`src/rtl/morse_decoder.sv`:
```
// Morse loopback decoder: times marks/spaces in dot units and rebuilds digit words.
// Define MORSE_DECODER_HEX_EN to also decode the letters A-F as values 10-15.
module morse_decoder #(
   parameter int DOT_CYCLES     = 2400000,
   parameter int PARALLEL_WIDTH = 16
) (
   input  logic                      clk_i,
   input  logic                      rst_i,
   input  logic                      serial_i,
   output logic [3:0]                digit_o,
   output logic                      digit_valid_o,
   output logic [PARALLEL_WIDTH-1:0] parallel_o,
   output logic                      word_valid_o,
   output logic                      overflow_o,
   output logic                      error_o
);

   localparam int SUB_W  = $clog2(DOT_CYCLES);
   localparam int NDIG   = PARALLEL_WIDTH / 4;
   localparam int DCNT_W = $clog2(NDIG + 1);

   typedef enum logic [1:0] {IDLE, MARK, SPACE} state_t;

   // Output semantics: no handshake; digit_valid_o, word_valid_o and error_o are
   // single-cycle pulses, digit_o / parallel_o / overflow_o hold until replaced.

   logic             s_meta, s, s_prev;
   logic             rise, fall, edge_s;
   logic [SUB_W-1:0] sub;
   logic [2:0]       units;
   logic             tick2, tick5;

   state_t                    state, next_state;
   logic [4:0]                pattern, next_pattern;
   logic [2:0]                elem_cnt, next_elem_cnt;
   logic                      letter_err, next_letter_err;
   logic [PARALLEL_WIDTH-1:0] acc, next_acc;
   logic [DCNT_W-1:0]         dig_cnt, next_dig_cnt;
   logic                      ovf, next_ovf;
   logic [3:0]                next_digit;
   logic                      next_digit_valid, next_word_valid, next_error;
   logic [PARALLEL_WIDTH-1:0] next_parallel;
   logic                      next_overflow;
   logic [4:0]                dec;

   always_ff @(posedge clk_i or posedge rst_i) begin
      if (rst_i) begin
         s_meta <= 1'b0;
         s      <= 1'b0;
         s_prev <= 1'b0;
      end else begin
         s_meta <= serial_i;
         s      <= s_meta;
         s_prev <= s;
      end
   end

   assign rise   = s & ~s_prev;
   assign fall   = ~s & s_prev;
   assign edge_s = s ^ s_prev;

   // The edge is seen one clk after s changed, so the sub-counter restarts at 1
   // to keep unit boundaries exactly n*DOT_CYCLES after the change of s.
   always_ff @(posedge clk_i or posedge rst_i) begin
      if (rst_i) begin
         sub   <= '0;
         units <= '0;
      end else if (edge_s) begin
         sub   <= SUB_W'(1);
         units <= '0;
      end else if (sub == SUB_W'(DOT_CYCLES - 1)) begin
         sub <= '0;
         if (units != 3'd7) units <= units + 3'd1;
      end else begin
         sub <= sub + SUB_W'(1);
      end
   end

   assign tick2 = (units == 3'd2) && (sub == '0);
   assign tick5 = (units == 3'd5) && (sub == '0);

   // Returns {valid, value}; the first-sent element sits in the highest used bit.
   function automatic logic [4:0] decode(input logic [2:0] n, input logic [4:0] p);
      logic [7:0] key;
      logic [4:0] r;
      key = {n, p};
      case (key)
         {3'd5, 5'b11111}: r = {1'b1, 4'd0};
         {3'd5, 5'b01111}: r = {1'b1, 4'd1};
         {3'd5, 5'b00111}: r = {1'b1, 4'd2};
         {3'd5, 5'b00011}: r = {1'b1, 4'd3};
         {3'd5, 5'b00001}: r = {1'b1, 4'd4};
         {3'd5, 5'b00000}: r = {1'b1, 4'd5};
         {3'd5, 5'b10000}: r = {1'b1, 4'd6};
         {3'd5, 5'b11000}: r = {1'b1, 4'd7};
         {3'd5, 5'b11100}: r = {1'b1, 4'd8};
         {3'd5, 5'b11110}: r = {1'b1, 4'd9};
`ifdef MORSE_DECODER_HEX_EN
         {3'd2, 5'b00001}: r = {1'b1, 4'd10};
         {3'd4, 5'b01000}: r = {1'b1, 4'd11};
         {3'd4, 5'b01010}: r = {1'b1, 4'd12};
         {3'd3, 5'b00100}: r = {1'b1, 4'd13};
         {3'd1, 5'b00000}: r = {1'b1, 4'd14};
         {3'd4, 5'b00010}: r = {1'b1, 4'd15};
`endif
         default:          r = 5'd0;
      endcase
      return r;
   endfunction

   assign dec = decode(elem_cnt, pattern);

   always_comb begin
      next_state       = state;
      next_pattern     = pattern;
      next_elem_cnt    = elem_cnt;
      next_letter_err  = letter_err;
      next_acc         = acc;
      next_dig_cnt     = dig_cnt;
      next_ovf         = ovf;
      next_digit       = digit_o;
      next_digit_valid = 1'b0;
      next_word_valid  = 1'b0;
      next_error       = 1'b0;
      next_parallel    = parallel_o;
      next_overflow    = overflow_o;
      case (state)
         IDLE: begin
            if (rise) next_state = MARK;
         end
         MARK: begin
            if (fall) begin
               next_state = SPACE;
               if (units >= 3'd5) begin
                  next_error      = 1'b1;
                  next_pattern    = '0;
                  next_elem_cnt   = '0;
                  next_letter_err = 1'b0;
               end else if (elem_cnt == 3'd5) begin
                  next_letter_err = 1'b1;
               end else begin
                  next_pattern  = {pattern[3:0], (units >= 3'd2)};
                  next_elem_cnt = elem_cnt + 3'd1;
               end
            end
         end
         SPACE: begin
            // The edge wins over a threshold landing in the same cycle.
            if (rise) begin
               next_state = MARK;
            end else if (tick2) begin
               if (elem_cnt != 3'd0) begin
                  if (letter_err || !dec[4]) begin
                     next_error = 1'b1;
                  end else begin
                     next_digit       = dec[3:0];
                     next_digit_valid = 1'b1;
                     next_acc         = {acc[PARALLEL_WIDTH-5:0], dec[3:0]};
                     if (dig_cnt == DCNT_W'(NDIG)) next_ovf = 1'b1;
                     else next_dig_cnt = dig_cnt + DCNT_W'(1);
                  end
               end
               next_pattern    = '0;
               next_elem_cnt   = '0;
               next_letter_err = 1'b0;
            end else if (tick5) begin
               if (dig_cnt != '0) begin
                  next_word_valid = 1'b1;
                  next_parallel   = acc;
                  next_overflow   = ovf;
               end
               next_acc     = '0;
               next_dig_cnt = '0;
               next_ovf     = 1'b0;
               next_state   = IDLE;
            end
         end
         default: next_state = IDLE;
      endcase
   end

   always_ff @(posedge clk_i or posedge rst_i) begin
      if (rst_i) begin
         state         <= IDLE;
         pattern       <= '0;
         elem_cnt      <= '0;
         letter_err    <= 1'b0;
         acc           <= '0;
         dig_cnt       <= '0;
         ovf           <= 1'b0;
         digit_o       <= '0;
         digit_valid_o <= 1'b0;
         word_valid_o  <= 1'b0;
         error_o       <= 1'b0;
         parallel_o    <= '0;
         overflow_o    <= 1'b0;
      end else begin
         state         <= next_state;
         pattern       <= next_pattern;
         elem_cnt      <= next_elem_cnt;
         letter_err    <= next_letter_err;
         acc           <= next_acc;
         dig_cnt       <= next_dig_cnt;
         ovf           <= next_ovf;
         digit_o       <= next_digit;
         digit_valid_o <= next_digit_valid;
         word_valid_o  <= next_word_valid;
         error_o       <= next_error;
         parallel_o    <= next_parallel;
         overflow_o    <= next_overflow;
      end
   end

endmodule

```
`config.mk`:
```
export PLATFORM = sky130hd
export DESIGN_NAME = morse_decoder
export DESIGN_NICKNAME = d
export VERILOG_FILES = /design/src/rtl/morse_decoder.sv
export SDC_FILE = /design/constraint.sdc
export NUM_CORES = 1
export LEC_CHECK = 0
export ABC_AREA = 1
export BUFFER_PORTS_ARGS = -buffer_cell sky130_fd_sc_hd__buf_4
export CAP_MARGIN = 20
export CORE_AREA = 2 2 101 103
export CTS_CLUSTER_DIAMETER = 40
export DETAILED_ROUTE_END_ITERATION = 16
export DIE_AREA = 0 0 103 105
export SLEW_MARGIN = 25
export SYNTH_ARGS = -nofsm -noshare
export SYNTH_HDL_FRONTEND = slang
export SYNTH_SLANG_ARGS = --single-unit
```
`constraint.sdc`:
```
create_clock -name clk_i -period 3.05 [get_ports clk_i]
set_input_delay 0 -clock clk_i [delete_from_list [all_inputs] [get_ports clk_i]]
set_output_delay 0 -clock clk_i [all_outputs]
set_load 0.03 [all_outputs]
```
==> results of run 1 <==
==> worst max-delay path, stage by stage (launching register included) <==
cell and delay [ns]:
dfrtp_1 0.39, inv_1 0.11, ha_1 0.18, nand3_1 0.08, nor2_1 0.10, nand2_1 0.08
nor2_1 0.12, nand2_1 0.15, clkinv_2 0.24, nand2_2 0.16, nand2_4 0.29, nand2_1 0.08
nand2_1 0.07, inv_1 0.03
==> Yosys cell counts, types with 2 or more instances <==
master | n | area [sq um]
nor3_1 | 13 | 65.1
o21ai_0 | 23 | 115
nor2_1 | 57 | 214
buf_6 | 5 | 56.3
dfrtp_1 | 83 | 2080
inv_2 | 4 | 15.0
nor2_4 | 2 | 22.5
buf_4 | 2 | 15.0
inv_1 | 53 | 199
a21oi_1 | 7 | 35.0
nor3_2 | 2 | 20.0
nand3_1 | 21 | 105
clkinv_2 | 2 | 10.0
o21ai_1 | 19 | 95.1
ha_1 | 17 | 213
nand4_1 | 12 | 75.1
nand2_2 | 5 | 31.3
nor4_1 | 3 | 18.8
xor2_1 | 10 | 87.6
xnor2_1 | 2 | 17.5
nand2_1 | 171 | 642
nor3b_1 | 3 | 22.5
nor2_2 | 2 | 12.5
==> flip-flops by register name (all words and copies together), names as in the netlist, 2 cells and up <==
signal and flops:
acc 16, dig_cnt 3, digit_o 4, elem_cnt 3
parallel_o 16, pattern 5, state 2, sub 22
units 3
==> power by group <==
part	internal, uW	switching [uW]
clock	325	420
combinational	185	355
sequential	1190	100
==> cell families (layout without fill, tap and decap cells) <==
kind of cell,Yosys count,count (layout),synth area share
adder cells (fa/ha/maj),17,17,0.0496
AO/OA/AOI/OAI,56,56,0.0694
flip-flops,83,83,0.484
XOR/XNOR,12,12,0.0245
AND/OR/NAND/NOR,297,297,0.300
buffers and inverters,69,108,0.0718
==> cell type report <==
type / count / area [sq um]
Fill cell: 985 / 4830
Inverter: 60 / 230
Timing Repair Buffer: 32 / 245
Multi-Input combinational cell: 382 / 1900
Clock buffer: 10 / 138
Clock inverter: 6 / 46.3
Sequential cell: 83 / 2080
Tap cell: 133 / 166
==> per-layer routing <==
layer  part of all wire  GRT usage  vias up
met4              0.028     0.0799        0
met2               0.43      0.255       59
li1                   -          -     1761
met5                  0          0        -
met3              0.033     0.0301       18
met1               0.51      0.245     1522
==> worst max path at each step <==
| stage | start | to | slack (ns) | cells past startpoint |
|---|---|---|---|---|
| floorplan | rst_i | acc[0] | 0.91 | 1 |
| global placement | sub[0] | dig_cnt[2] | 0.91 | 13 |
| detailed placement | sub[0] | dig_cnt[2] | 0.84 | 13 |
| CTS | sub[0] | dig_cnt[2] | 0.82 | 13 |
| global route | sub[0] | dig_cnt[2] | 0.56 | 13 |
| finish | sub[0] | dig_cnt[2] | 0.84 | 13 |
==> metrics by stage <==
step	worst slack [ns]	util	instance area, sq um
2_1_floorplan	0.913	-	4290
3_3_place_gp	0.909	0.477	4600
3_5_place_dp	0.838	0.477	4600
4_1_cts	0.823	0.499	4810
5_1_grt	0.564	0.499	4810
6_report	0.837	0.499	4810
==> flow_summary.json, run 1 <==
{
  "grt_max_degree": 55,
  "grt_pass1_wl_um": 14800,
  "dieArea_sq_um": 10800,
  "drive_gt1_frac": 0.120,
  "io_pins": 27,
  "ys_async_sr_fraction": 1.00,
  "ys_warn_count": 0,
  "cts.reportedPaths.clkPinSlew_ns": 0.08,
  "cp-start-kind": "flop",
  "postSynthCellCount": 534,
  "fin_nets": 588,
  "postCtsSetupBuffers": 0,
  "drt_first_pass_iters": 4,
  "holdPathEnd": "s_meta",
  "synth.distinct_cells": 39,
  "yosysSeqAreaShare": 0.484,
  "fmax_ghz": 0.452,
  "reg2reg_from": "sub[0]",
  "period_needed_ns": 2.21,
  "ctsHtreeMaxLevel": 3,
  "gp_congestion": 0.937,
  "hp-class": "input pin to flop",
  "clk_path_buf_depth": 2,
  "r2r_slack_ns": 0.84,
  "slew_viol_final": 0,
  "grt_pass1_vias": 3185,
  "finClkSkew_ns": 0.0150,
  "path_class": "flop to flop",
  "end_kind": "flop",
  "finalWirelength_um": 8520,
  "syn2layout_area_growth_pct": 12.1,
  "grt_overflow": 0,
  "fin_cells": 706,
  "drt-wirelength-per-cell_um": 12.1,
  "io_buffer_count": 26,
  "period_share": 0.725,
  "clkLatencyLatePin_ns": 0.36,
  "die_height_um": 105,
  "num_antenna_cells": 0,
  "rows": 36,
  "max-vdd-ir-drop_uv": 289,
  "r2r_cells": 13,
  "cts_tree": "done",
  "core_area_sq_um": 9640,
  "finalHoldViolCount": 0,
  "cellLeakagePower_uw": 0.00236,
  "slew_headroom": 0.557,
  "most-common-layout-cells": "171 x nand2_1, 83 x dfrtp_1, 57 x nor2_1, 52 x inv_1, 30 x buf_4",
  "synth_ff_type": "dfrtp_1",
  "mostFrequentLayoutCell": "nand2_1",
  "ant_nets": 0,
  "cts_buffers": 9,
  "crit_fanout": 33,
  "min_delay_path_depth": 2,
  "clock-root-buffer": "clkbuf_8",
  "synth-seq-cells": 83,
  "whs_ns": 0.291,
  "synth.avg_cell_area_sq_um": 8.03,
  "cts.sinks": 83,
  "antenna_found_initial": 0,
  "worstMarginPinSlew_ns": 0.664,
  "finalPower_uw": 2570,
  "crit_arrival_ns": 2.47,
  "vias_per_cell": 4.76,
  "syn_area_sq_um": 4290,
  "setup_viol": 0,
  "status": "finished, final reports clean",
  "dpl.hpwl_um": 6250,
  "drcViolationCount": 0,
  "ctsHoldBuffers": 2,
  "drtIter0Drc": 151,
  "die_w_um": 103,
  "mappedNetlistNets": 554,
  "p_per_area_nw_per_um2": 535,
  "cp.required_ns": 3.31,
  "vias": 3360,
  "tns_ns": 0,
  "cap_violations": 0,
  "initial_core_util": 0.445,
  "hold_start": "serial_i",
  "rsz0062_at_grt": "no",
  "grt_use_total": 0.173,
  "dpl.cell_count": 688,
  "cts-resized-gates": 0,
  "synth-edff-count": 0,
  "reg2reg_to": "dig_cnt[2]"
}
Note: power is estimated with default switching activity, not from simulation.
==> run 2, diff against run 1 <==
Clock period 3.05 ns to 2 ns, I/O delays scaled along.
==> run 2 against run 1 <==
Effect of this change:
- die area stayed put
- count of clock-buffer cells in the layout decreased by 1
- sequential power up 52%
- largest power group unchanged
- via count grew 5.9%
- register-to-register slack worse by 0.72 ns
- flip-flop and latch count is the same
- cell area increased by 4.9%
- worst setup slack lost 0.72 ns
- non-clock buffer count is 19 higher
- clock power up 72%
- final cell count rose by 2.8%
==> flow_summary.json, run 2 (synthesized netlist as in run 1, its figures left out) <==
{
  "grt_pass1_wl_um": 15600,
  "path_class": "flop to flop",
  "most-common-layout-cells": "169 x nand2_1, 82 x dfrtp_1, 55 x nor2_1, 51 x inv_1, 46 x buf_4",
  "setup_viol": 0,
  "ant_nets": 0,
  "min_delay_path_depth": 2,
  "num_antenna_cells": 0,
  "max-vdd-ir-drop_uv": 578,
  "vias_per_cell": 4.90,
  "ctsHtreeMaxLevel": 3,
  "io_buffer_count": 26,
  "gp_congestion": 0.910,
  "regMostFlops": "sub",
  "grt_pass1_vias": 3374,
  "end_kind": "flop",
  "fin_cells": 726,
  "grt_max_degree": 84,
  "cp.required_ns": 2.24,
  "dpl.hpwl_um": 6380,
  "antenna_found_initial": 0,
  "path_delay_family": "simple AND/OR/NAND/NOR gates",
  "drcViolationCount": 0,
  "cp-start-kind": "flop",
  "period_needed_ns": 1.88,
  "mostFrequentLayoutCell": "nand2_1",
  "drt_first_pass_iters": 4,
  "final_util": 0.523,
  "initial_core_util": 0.445,
  "die_height_um": 105,
  "holdPathEnd": "s_meta",
  "period_share": 0.939,
  "finalPower_uw": 4140,
  "r2r_cells": 11,
  "grt_use_total": 0.179,
  "cts.sinks": 83,
  "layout_setup_ws_ns": 0.122,
  "clk_path_buf_depth": 2,
  "finalWirelength_um": 8970,
  "cpPeakStageDelay_ns": 0.38,
  "slew_headroom": 0.704,
  "p_per_area_nw_per_um2": 820,
  "core_area_sq_um": 9640,
  "rows": 36,
  "reg2reg_from": "sub[0]",
  "dieArea_sq_um": 10800,
  "io_pins": 27,
  "drt-wirelength-per-cell_um": 12.4,
  "finalHoldViolCount": 0,
  "crit_arrival_ns": 2.11,
  "slew_viol_final": 0,
  "clock-root-buffer": "clkbuf_8",
  "path_cells": "buf_4 -> ha_1 -> inv_1 -> nor3_4 -> nand2_1 -> inv_1 -> nand4_1 -> nand2_1 -> o21ai_1 -> nand2_1 -> o21ai_0",
  "multi_input_area_sq_um": 1930,
  "hold_start": "serial_i",
  "cellLeakagePower_uw": 0.00247,
  "reg2reg_to": "units[1]",
  "fmax_ghz": 0.532,
  "grt_overflow": 0,
  "finClkSkew_ns": 0.00916,
  "cp_slowest_cell": "dfrtp_1",
  "cts_buffers": 9,
  "cts.reportedPaths.clkPinSlew_ns": 0.09,
  "r2r_slack_ns": 0.12,
  "largest_reg_flops": 22,
  "dpl.cell_count": 705,
  "vias": 3558,
  "tns_ns": 0,
  "status": "finished, final reports clean",
  "fin_nets": 608,
  "cap_violations": 0,
  "clkLatencyLatePin_ns": 0.36,
  "die_w_um": 103,
  "final-seq-area_sq_um": 2080,
  "hp-class": "input pin to flop",
  "drtIter0Drc": 169,
  "worstMarginPinSlew_ns": 0.445,
  "pre_cts_slack_ns": 0.0457,
  "syn2layout_area_growth_pct": 17.6,
  "largestRegisters": "sub (22), acc (16), parallel_o (16)",
  "crit_fanout": 6,
  "cts_tree": "done",
  "critPathBufInv": 3,
  "rsz0062_at_grt": "yes",
  "fill_cells": 943,
  "critPathMostFrequentCell": "nand2_1",
  "drive_gt1_frac": 0.164
}
run 2: through the flow:
stage / instance area (sq um) / hold WS (ns)
floorplan: 4290 / 0.0314
global placement: 4740 / 0.111
detailed placement: 4740 / 0.111
CTS: 4970 / 0.272
global route: 5040 / 0.284
finish: 5040 / 0.290
run 2: final cells by class:
| class | count | share of cell area |
|---|---|---|
| tap | 133 | 0.0330 |
| timing repair inverter | 1 | 0.000992 |
| timing repair buffer | 51 | 0.0833 |
| inverter | 60 | 0.0469 |
| clock inverter | 7 | 0.0159 |
| multi-input combinational | 382 | 0.383 |
| sequential | 83 | 0.412 |
| clock buffer | 9 | 0.0246 |
run 2: per-layer routing:
layer / vias up / global-route usage / wire length (um)
met1: 1683 / 0.253 / 4500
met3: 9 / 0.0328 / 284
li1: 1810 / - / -
met5: - / 0 / 0
met4: 0 / 0.0508 / 108
met2: 56 / 0.278 / 4080
run 2: timing repair:
action	in CTS	in global routing
setup endpoints to repair	0	50
endpoints found under the hold margin	84	0
gates resized for setup	0	18
hold buffers	2	0
buffers inserted	0	2
run 2: how the worst max path moves through the flow:
stage | startpoint | endpoint | slack, ns | cells past startpoint
2_1_floorplan | sub[0] | sub[19] | 0.27 | 11
3_3_place_gp | state[0] | parallel_o[6] | 0.02 | 10
3_5_place_dp | sub[0] | acc[15] | 0.05 | 13
4_1_cts | sub[0] | acc[15] | 0.01 | 13
5_1_grt | sub[1] | acc[6] | -0.03 | 12
6_report | sub[0] | units[1] | 0.12 | 11
run 2: power by group:
part / internal [uW] / leakage [uW] / total (uW) / switching, uW
logic: 329 / 0.00124 / 898 / 568
registers: 1810 / 0.00113 / 1960 / 151
clock network: 595 / 0.0000973 / 1280 / 682
total: 2730 / 0.00247 / 4140 / 1400
run 2: worst register-to-register path, stage by stage (launching register included):
cell and delay (ns):
dfrtp_1 0.38, buf_4 0.12, ha_1 0.17, inv_1 0.10, nor3_4 0.19, nand2_1 0.09
inv_1 0.06, nand4_1 0.12, nand2_1 0.20, o21ai_1 0.18, nand2_1 0.08, o21ai_0 0.07
==> run 3, diff against run 2 <==
Clock period 2 ns to 1.9 ns, I/O delays scaled along.
==> run 3 against run 2 <==
Effect of this change:
- cell area is 5.0% higher
- die area stayed put
- global-route usage is 0.15 points higher
- non-clock buffer count is 13 higher
- total power is 7.0% higher
- worst setup slack worse by 0.11 ns
- wire length is 4.7% higher
- first-iteration DRC count is 17% lower
- fmax is 0.30% lower
- clock skew is 0.0042 ns higher
- core utilization is 2.6 points higher
- worst hold slack worse by 0.18 ns
- highest routed layer unchanged
==> flow_summary.json, run 3 (synthesized netlist as in run 1, its figures left out) <==
{
  "crit_fanout": 16,
  "crit_arrival_ns": 2.17,
  "ctsHtreeMaxLevel": 3,
  "clock-root-buffer": "clkbuf_8",
  "final_util": 0.549,
  "drtIter0Drc": 140,
  "end_kind": "flop",
  "layout_setup_ws_ns": 0.0159,
  "antenna_found_initial": 0,
  "r2r_cells": 8,
  "status": "finished, final reports clean",
  "max-vdd-ir-drop_uv": 478,
  "die_w_um": 103,
  "grt_max_degree": 50,
  "cts.sinks": 83,
  "finalWirelength_um": 9400,
  "cts_buffers": 9,
  "final-seq-area_sq_um": 2080,
  "critPathMostFrequentCell": "nand4_1",
  "largestRegisters": "sub (22), acc (16), parallel_o (16)",
  "gp_congestion": 0.910,
  "slew_viol_final": 0,
  "syn2layout_area_growth_pct": 23.5,
  "top_layer": "met4",
  "largest_reg_flops": 22,
  "fill_cells": 932,
  "most-common-layout-cells": "160 x nand2_1, 81 x dfrtp_1, 57 x buf_4, 50 x inv_1, 48 x nor2_1",
  "vias_per_cell": 4.89,
  "period_needed_ns": 1.88,
  "initial_core_util": 0.445,
  "cap_violations": 0,
  "core_area_sq_um": 9640,
  "met1_length_um": 4560,
  "vias": 3620,
  "grt_pass1_vias": 3465,
  "whs_ns": 0.110,
  "grt_pass1_wl_um": 15600,
  "rsz0062_at_grt": "yes",
  "cts.reportedPaths.clkPinSlew_ns": 0.10,
  "mostFrequentLayoutCell": "nand2_1",
  "routed-wl-met2_um": 4430,
  "num_antenna_cells": 0,
  "r2r_slack_ns": 0.02,
  "worstMarginPinSlew_ns": 0.411,
  "slew_headroom": 0.723,
  "drcViolationCount": 0,
  "drive_gt1_frac": 0.224,
  "io_buffer_count": 26,
  "drt-wirelength-per-cell_um": 12.7,
  "period_share": 0.992,
  "setup_viol": 0,
  "fin_nets": 622,
  "die_height_um": 105,
  "reg2reg_from": "sub[17]",
  "grt_use_total": 0.180,
  "rows": 36,
  "cp_slowest_cell": "dfrtp_1",
  "cts_tree": "done",
  "hp-class": "input pin to async pin",
  "cpPeakStageDelay_ns": 0.41,
  "path_cells": "nor2_1 -> nand4_1 -> nor2_2 -> nand4_1 -> nand2_4 -> buf_12 -> nand2_8 -> o21ai_1",
  "clk_path_buf_depth": 2,
  "finalHoldViolCount": 0,
  "dieArea_sq_um": 10800,
  "ant_nets": 0,
  "path_class": "flop to flop",
  "drt_first_pass_iters": 5,
  "fmax_ghz": 0.531,
  "pre_cts_slack_ns": -0.0108,
  "critPathBufInv": 1,
  "regMostFlops": "sub",
  "cp.required_ns": 2.19,
  "grt_overflow": 0,
  "dpl.hpwl_um": 6590,
  "routed-wl-met3_um": 293,
  "cellLeakagePower_uw": 0.00260,
  "reg2reg_to": "acc[13]",
  "clkLatencyLatePin_ns": 0.36,
  "finClkSkew_ns": 0.0133,
  "cp-start-kind": "flop",
  "path_delay_family": "simple AND/OR/NAND/NOR gates",
  "p_per_area_nw_per_um2": 836,
  "io_pins": 27,
  "multi_input_area_sq_um": 2070,
  "tns_ns": 0
}
## run 3: repair_timing
action,CTS,global route
buffers inserted,0,8
hold buffers,2,0
gates cloned,0,2
pin swaps,0,10
hold endpoints to repair,84,0
gates resized for setup,1,49
endpoints found under the setup margin,3,57
## run 3: area by class of cell
cell class / instances / area share
well taps: 133 / 0.0314
multi-input cells: 383 / 0.391
repair inverters: 1 / 0.00142
clock inverters: 7 / 0.0154
repair buffers: 64 / 0.100
flip-flops and latches: 83 / 0.393
inverters: 60 / 0.0447
clock buffers: 9 / 0.0234
## run 3: through the flow
step                      power, uW  cells  instance area (sq um)
after CTS                      4380    730                   5040
after floorplan                2770    534                   4290
after detailed placement       3030    712                   4810
after global placement         3010    712                   4810
after global routing           4730    740                   5300
final                          4430    740                   5300
## run 3: metal layers
layer,up-vias,track usage
li1,1836,-
met1,1714,0.260
met2,62,0.278
met3,8,0.0247
met4,0,0.0602
met5,-,0
## run 3: worst min-delay path: stages
cell           delay [ns]
dlygate4sd3_1        0.54
buf_4                0.14
clkinvlp_4           0.16
## run 3: where the power goes
part           total (uW)  switching, uW  internal [uW]
Combinational        1040            638            402
Sequential           2050            151           1900
Clock                1330            703            629
Total                4430           1490           2930
## run 3: worst max-delay path by stage
stage / cells after the start / to / slack [ns] / start
6_report: 8 / acc[13] / 0.02 / sub[17]
5_1_grt: 12 / dig_cnt[0] / -0.13 / sub[1]
4_1_cts: 13 / dig_cnt[2] / -0.02 / sub[1]
3_5_place_dp: 13 / dig_cnt[2] / -0.01 / sub[1]
3_3_place_gp: 10 / parallel_o[4] / 0.04 / state[0]
2_1_floorplan: 11 / sub[19] / 0.17 / sub[0]
